===== src/rtl/datapath_wb.sv =====
// datapath_wb: writeback stage.
// Captures the MEM-stage result into the MEM/WB register, load-aligns and
// selects the writeback value, drives the register-file write port and
// supplies same-cycle bypass data to the two ID-stage read ports.
// Optional feature macro: INSTRET_COUNT_EN adds a retired-instruction
// counter on `instret`. Without it, `instret` is tied to zero.
module datapath_wb #(
  parameter int XLEN   = 32,
  parameter int REG_AW = 5,
  parameter int CNT_W  = 64
) (
  input  logic              clock,
  input  logic              reset,
  input  logic              mem_valid,
  input  logic              wb_stall,
  input  logic              wb_flush,
  input  logic [REG_AW-1:0] mem_rd,
  input  logic              mem_regwrite,
  input  logic [1:0]        mem_result_sel,
  input  logic [XLEN-1:0]   mem_alu_result,
  input  logic [XLEN-1:0]   mem_load_data,
  input  logic [XLEN-1:0]   mem_pc_plus4,
  input  logic [XLEN-1:0]   mem_imm,
  input  logic [2:0]        mem_load_fmt,
  input  logic [REG_AW-1:0] read_reg_num1,
  input  logic [REG_AW-1:0] read_reg_num2,
  output logic [REG_AW-1:0] write_reg,
  output logic [XLEN-1:0]   write_data,
  output logic              regwrite,
  output logic              wb_valid,
  output logic              wb_load_err,
  output logic              bypass_hit1,
  output logic              bypass_hit2,
  output logic [XLEN-1:0]   bypass_data1,
  output logic [XLEN-1:0]   bypass_data2,
  output logic [CNT_W-1:0]  instret
);

  localparam logic [1:0] SEL_ALU  = 2'b00;
  localparam logic [1:0] SEL_LOAD = 2'b01;
  localparam logic [1:0] SEL_LINK = 2'b10;
  localparam logic [1:0] SEL_IMM  = 2'b11;

  localparam logic [2:0] FMT_LB  = 3'b000;
  localparam logic [2:0] FMT_LH  = 3'b001;
  localparam logic [2:0] FMT_LW  = 3'b010;
  localparam logic [2:0] FMT_LBU = 3'b100;
  localparam logic [2:0] FMT_LHU = 3'b101;

  logic [1:0]      load_off;
  logic [7:0]      load_byte;
  logic [15:0]     load_half;
  logic [XLEN-1:0] load_value;
  logic            load_err;
  logic [XLEN-1:0] result_value;
  logic            load_en;
  logic            retire;

  assign load_off = mem_alu_result[1:0];

  // Extract the addressed byte and halfword lanes from the raw memory word.
  always_comb begin
    load_byte = mem_load_data[7:0];
    case (load_off)
      2'd0: load_byte = mem_load_data[7:0];
      2'd1: load_byte = mem_load_data[15:8];
      2'd2: load_byte = mem_load_data[23:16];
      2'd3: load_byte = mem_load_data[31:24];
      default: load_byte = mem_load_data[7:0];
    endcase
    load_half = load_off[1] ? mem_load_data[31:16] : mem_load_data[15:0];
  end

  // Sign- or zero-extend the selected lane according to the load format.
  always_comb begin
    load_value = '0;
    case (mem_load_fmt)
      FMT_LB:  load_value = {{(XLEN-8){load_byte[7]}}, load_byte};
      FMT_LBU: load_value = {{(XLEN-8){1'b0}}, load_byte};
      FMT_LH:  load_value = {{(XLEN-16){load_half[15]}}, load_half};
      FMT_LHU: load_value = {{(XLEN-16){1'b0}}, load_half};
      FMT_LW:  load_value = mem_load_data;
      default: load_value = '0;
    endcase
  end

  // Flag misaligned halfword/word loads and reserved load encodings.
  always_comb begin
    load_err = 1'b0;
    if (mem_valid && (mem_result_sel == SEL_LOAD)) begin
      case (mem_load_fmt)
        FMT_LB, FMT_LBU: load_err = 1'b0;
        FMT_LH, FMT_LHU: load_err = load_off[0];
        FMT_LW:          load_err = (load_off != 2'd0);
        default:         load_err = 1'b1;
      endcase
    end
  end

  // Writeback value mux; a faulting load writes zero.
  always_comb begin
    result_value = '0;
    case (mem_result_sel)
      SEL_ALU:  result_value = mem_alu_result;
      SEL_LOAD: result_value = load_value;
      SEL_LINK: result_value = mem_pc_plus4;
      SEL_IMM:  result_value = mem_imm;
      default:  result_value = '0;
    endcase
    if (load_err) begin
      result_value = '0;
    end
  end

  assign load_en = !wb_flush && !wb_stall;
  assign retire  = load_en && mem_valid && !load_err;

  // MEM/WB register: flush beats stall, stall beats load.
  always_ff @(posedge clock or posedge reset) begin
    if (reset) begin
      write_reg   <= '0;
      write_data  <= '0;
      regwrite    <= 1'b0;
      wb_valid    <= 1'b0;
      wb_load_err <= 1'b0;
    end else if (wb_flush) begin
      // write_reg/write_data hold; they are meaningless while regwrite=0.
      regwrite    <= 1'b0;
      wb_valid    <= 1'b0;
      wb_load_err <= 1'b0;
    end else if (!wb_stall) begin
      write_reg   <= mem_rd;
      write_data  <= result_value;
      regwrite    <= mem_valid && mem_regwrite && (mem_rd != '0) && !load_err;
      wb_valid    <= mem_valid;
      wb_load_err <= load_err;
    end
  end

`ifdef INSTRET_COUNT_EN
  logic [CNT_W-1:0] instret_q;

  // Count instructions that actually enter WB without a load fault.
  always_ff @(posedge clock or posedge reset) begin
    if (reset) begin
      instret_q <= '0;
    end else if (retire) begin
      instret_q <= instret_q + CNT_W'(1);
    end
  end

  assign instret = instret_q;
`else
  logic unused_retire;
  assign unused_retire = retire;
  assign instret       = '0;
`endif

  // Same-cycle bypass to ID; x0 never hits.
  always_comb begin
    bypass_hit1  = regwrite && (read_reg_num1 == write_reg) && (read_reg_num1 != '0);
    bypass_hit2  = regwrite && (read_reg_num2 == write_reg) && (read_reg_num2 != '0);
    bypass_data1 = bypass_hit1 ? write_data : '0;
    bypass_data2 = bypass_hit2 ? write_data : '0;
  end

endmodule


===== config.mk =====
export PLATFORM = sky130hd
export DESIGN_NAME = datapath_wb
export DESIGN_NICKNAME = d
export VERILOG_FILES = /design/src/rtl/datapath_wb.sv
export SDC_FILE = /design/constraint.sdc
export NUM_CORES = 1
export LEC_CHECK = 0
export BUFFER_PORTS_ARGS = -buffer_cell sky130_fd_sc_hd__clkbuf_2
export CORE_AREA = 2 2 127 129
export DETAILED_ROUTE_END_ITERATION = 16
export DIE_AREA = 0 0 129 131
export HOLD_SLACK_MARGIN = 0.08
export SYNTH_ARGS = -nofsm -noshare
export SYNTH_HDL_FRONTEND = slang
export SYNTH_SLANG_ARGS = --single-unit

===== constraint.sdc =====
create_clock -name clock -period 2.1 [get_ports clock]
set_input_delay 0.21 -clock clock [delete_from_list [all_inputs] [get_ports clock]]
set_output_delay 0.21 -clock clock [all_outputs]
set_load 0.005 [all_outputs]

==> impl_metrics.py <==
metrics = {
    "status": {
        "outcome": "complete, no violations",
    },
    "power": {
        "peakVddDrop_v": 0.0002563,
        "power.share.sequential": 0.382,
        "leakagePower_nw": 2.899,
        "power.combinational.fraction": 0.321,
        "switching_power_w": 0.0009205,
        "pwr_density_cell_nw_per_um2": 482.0,
        "fin_total_pwr_w": 0.002691,
        "internal-power_w": 0.001771,
        "clock_power_share": 0.298,
        "p_sw_frac": 0.3420,
    },
    "drt": {
        "routedWlPerCell_um": 17.76,
        "drc": 0,
        "detail_route.iter0.violations": 230,
        "routed_wirelength_um": 16960,
        "via_count": 4405,
        "vias_per_cell": 4.613,
        "antenna_left": 0,
        "dr.pass1.iters": 4,
    },
    "logic_synthesis": {
        "synth_enable_flop_cells": 0,
        "largest_family_of_logic_cells_by_synthesized_area": "compound AO/OA/AOI/OAI gates",
        "synth-seq-cells": 40,
        "synth-adder-area-share": 0,
        "synth-compound-area-share": 0.2300,
        "synthesis.instances": 485,
        "syn-cell-area_um2": 4014,
        "yosys.area.top_type_share": 0.2494,
        "synth-xor-area-share": 0.01746,
        "post_synthesis_mean_instance_area_um2": 8.276,
        "post_synth_and_or_nand_nor_area_fraction": 0.2282,
        "yosys-top-cells-count": "and2_1, buf_4, nand2_1",
        "synthMuxAreaShare": 0.1032,
        "ys_flop_type": "dfrtp_1",
        "synth_top_cell_by_area": "dfrtp_1",
        "synth.area.top_cells": "dfrtp_1, buf_4, and2_1",
        "synth.distinct_cells": 49,
        "syn_warnings": 0,
        "synth_async_sr_flop_share": 1.000,
        "sequential_element_share_of_the_synthesized_area": 0.2494,
    },
    "floorplan": {
        "die_w_um": 129,
        "std_cell_rows": 46,
        "core-area_um2": 15600,
        "floorplan.initialDensity": 0.2573,
        "die-height_um": 131,
        "io-pin-count": 324,
        "die_area_um2": 16900,
    },
    "final_layout": {
        "largest_register_ffs": 32,
        "layout-drive-gt1-share": 0.4330,
        "finish.net_count": 892,
        "finish.instance_area_um2": 5584,
        "antennaDiodeCount": 0,
        "area_growth_syn_to_layout_pct": 39.12,
    },
    "setup_path": {
        "critical_path_class": "reg -> out",
        "cp-start-kind": "flop",
        "cpMaxStageDelayCell": "dfrtp_1",
        "cp_data_arrival_time_ns": 1.84,
        "critPathCaptureType": "primary output",
        "worst-path-max-fanout": 18,
        "timing.critical_path.slowest_cell_delay_ns": 0.42,
        "worstPathCellList": "or3_4, a211oi_4, buf_6, and2_1, clkbuf_2",
        "required_ns": 1.89,
    },
    "job": {
        "maxCapViolations": 0,
    },
    "clocking": {
        "clk_transition_reported_paths_ns": 0.06,
        "cts_made_buffers": 5,
        "clock_tree.root_cell": "clkbuf_16",
        "cts_num_sinks": 40,
        "clkLatencyLatePin_ns": 0.28,
        "ctsHtreeMaxLevel": 2,
        "cts_buffer_depth": 2,
        "cts_tree": "done",
    },
    "grt": {
        "grt.busiest_layer": "met2",
        "grt_antenna_before_repair": 1,
        "grt_util_met3": 0.04112,
        "grt_max_degree": 54,
        "grt_pass1_wl_um": 24590,
        "gr-total-overflow": 0,
        "global_routing_met1_resource_utilization": 0.2561,
        "global_route_usage_over_all_layers": 0.1931,
        "first_global_vias": 4158,
        "grtUsageMet2": 0.3184,
    },
    "sta": {
        "setup_skew_ns": 0,
        "max-slew-margin-rel": 0.3018,
        "setup_tns_ns": 0,
        "final-hold-violation-count": 0,
        "min_period_over_period": 0.9768,
        "slew_worst_pin_ns": 1.043,
        "final_period_minus_worst_setup_slack_ns": 2.051,
        "fmax_mhz": 487.5,
        "rsz_0062_raised_after_global_routing": "yes",
        "timing.final.max_slew_violations": 0,
        "setup_viol_count_final": 0,
    },
    "placement": {
        "dp_hpwl_um": 13990,
        "port-buffer-count": 259,
        "postPlaceCellArea_um2": 5379,
        "place_congestion": 0.8420,
    },
    "hold_path": {
        "hold_path.class": "in -> reg",
    },
}
-- worst paths after layout --
check,startpoint,endpoint,slack [ns],cells past startpoint
hold / removal,wb_flush,wb_load_err$_DFFE_PP0P_,0.14,2
setup reg to reg,write_reg[1]$_DFFE_PP0P_,write_reg[1]$_DFFE_PP0P_,1.20,2
hold reg to reg,write_data[6]$_DFFE_PP0P_,write_data[6]$_DFFE_PP0P_,0.52,2
min in group asynchronous,reset,write_data[13]$_DFFE_PP0P_,0.50,3
setup / recovery,write_reg[4]$_DFFE_PP0P_,bypass_data2[13],0.05,5
max in group asynchronous,reset,write_data[31]$_DFFE_PP0P_,1.09,4
-- worst max-delay path, delay by kind of cell, from the launching register on --
family / cells / cell delay [ns]
and+or+nand+nor: 2 / 0.55
DFF: 1 / 0.42
buffers and inverters: 2 / 0.31
AOI/OAI and AO/OA: 1 / 0.26
-- stage by stage --
stage | worst slack, ns | utilization | std cells | hold slack [ns]
6_report | 0.04864 | 0.3580 | 955 | 0.1432
5_1_grt | -0.07314 | 0.3580 | 955 | 0.1501
4_1_cts | -0.001485 | 0.3570 | 955 | 0.1328
3_5_place_dp | 0.1479 | 0.3449 | 945 | 0.2643
3_3_place_gp | 0.1494 | 0.3449 | 945 | 0.2650
2_1_floorplan | 0.3894 | - | 548 | 0.2731
-- cells by family after synthesis --
| kind of cell | count (synthesis) |
|---|---|
| buf+inv | 111 |
| other cells | 1 |
| simple gates | 171 |
| compound gates | 122 |
| xor+xnor | 8 |
| flops | 40 |
| mux | 32 |
-- cells in the final DEF (no fill, tap or decap), drive strengths merged, types with 2 or more instances in the layout --
cell     synthesis  routed
nand3b           2       2
nand2           47      47
conb             1      64
and2            65      65
a211oi          18      18
nor2            34      34
dfrtp           40      40
a221oi           7       7
clkbuf          23     266
xnor2            8       8
a2bb2oi         16      16
o22ai            2       2
buf             76      22
o221ai          25      25
inv             11      11
or3              3       3
o21ai           23      23
or2              2       2
or4              3       3
a21oi           17      17
a2111oi          9       9
mux4             7       7
nand2b           2       2
nor3             2       2
mux2i           20      20
mux2             5       5
nand3            3       3
-- layer usage --
layer / vias to the layer above / routed length, um / share of wire
met2: 217 / 8067 / 0.48
met3: 22 / 1272 / 0.075
met5: - / 0 / 0
met1: 2050 / 7269 / 0.43
met4: 0 / 352 / 0.021
li1: 2116 / - / -
-- power groups by stage --
stage / Combinational, W / Sequential (W) / Clock (W)
after global routing: 0.000966 / 0.00105 / 0.000852
after detailed placement: 0.000851 / 0.00104 / 0
after CTS: 0.000863 / 0.00103 / 0.000820
after global placement: 0.000848 / 0.00104 / 0
after floorplan: 0.000514 / 0.000993 / 0
final: 0.000863 / 0.00103 / 0.000801
-- layout make-up --
cell class | instances | area, um^2
clock buffer | 7 | 142.6
clock inverter | 1 | 7.507
fill | 1672 | 10010
inverter | 12 | 45.04
multi-input combinational | 397 | 2603
sequential | 40 | 1005
tap | 216 | 270.3
timing repair buffer | 282 | 1511
-- timing repair --
| item | CTS | global route |
|---|---|---|
| endpoints found under the setup margin | 64 | 64 |
| hold buffers | 1 | 0 |
| gates resized for setup | 8 | 3 |
| hold endpoints to repair | 20 | 0 |
| setup buffers | 1 | 0 |
Note: power is estimated with default switching activity, not from simulation.
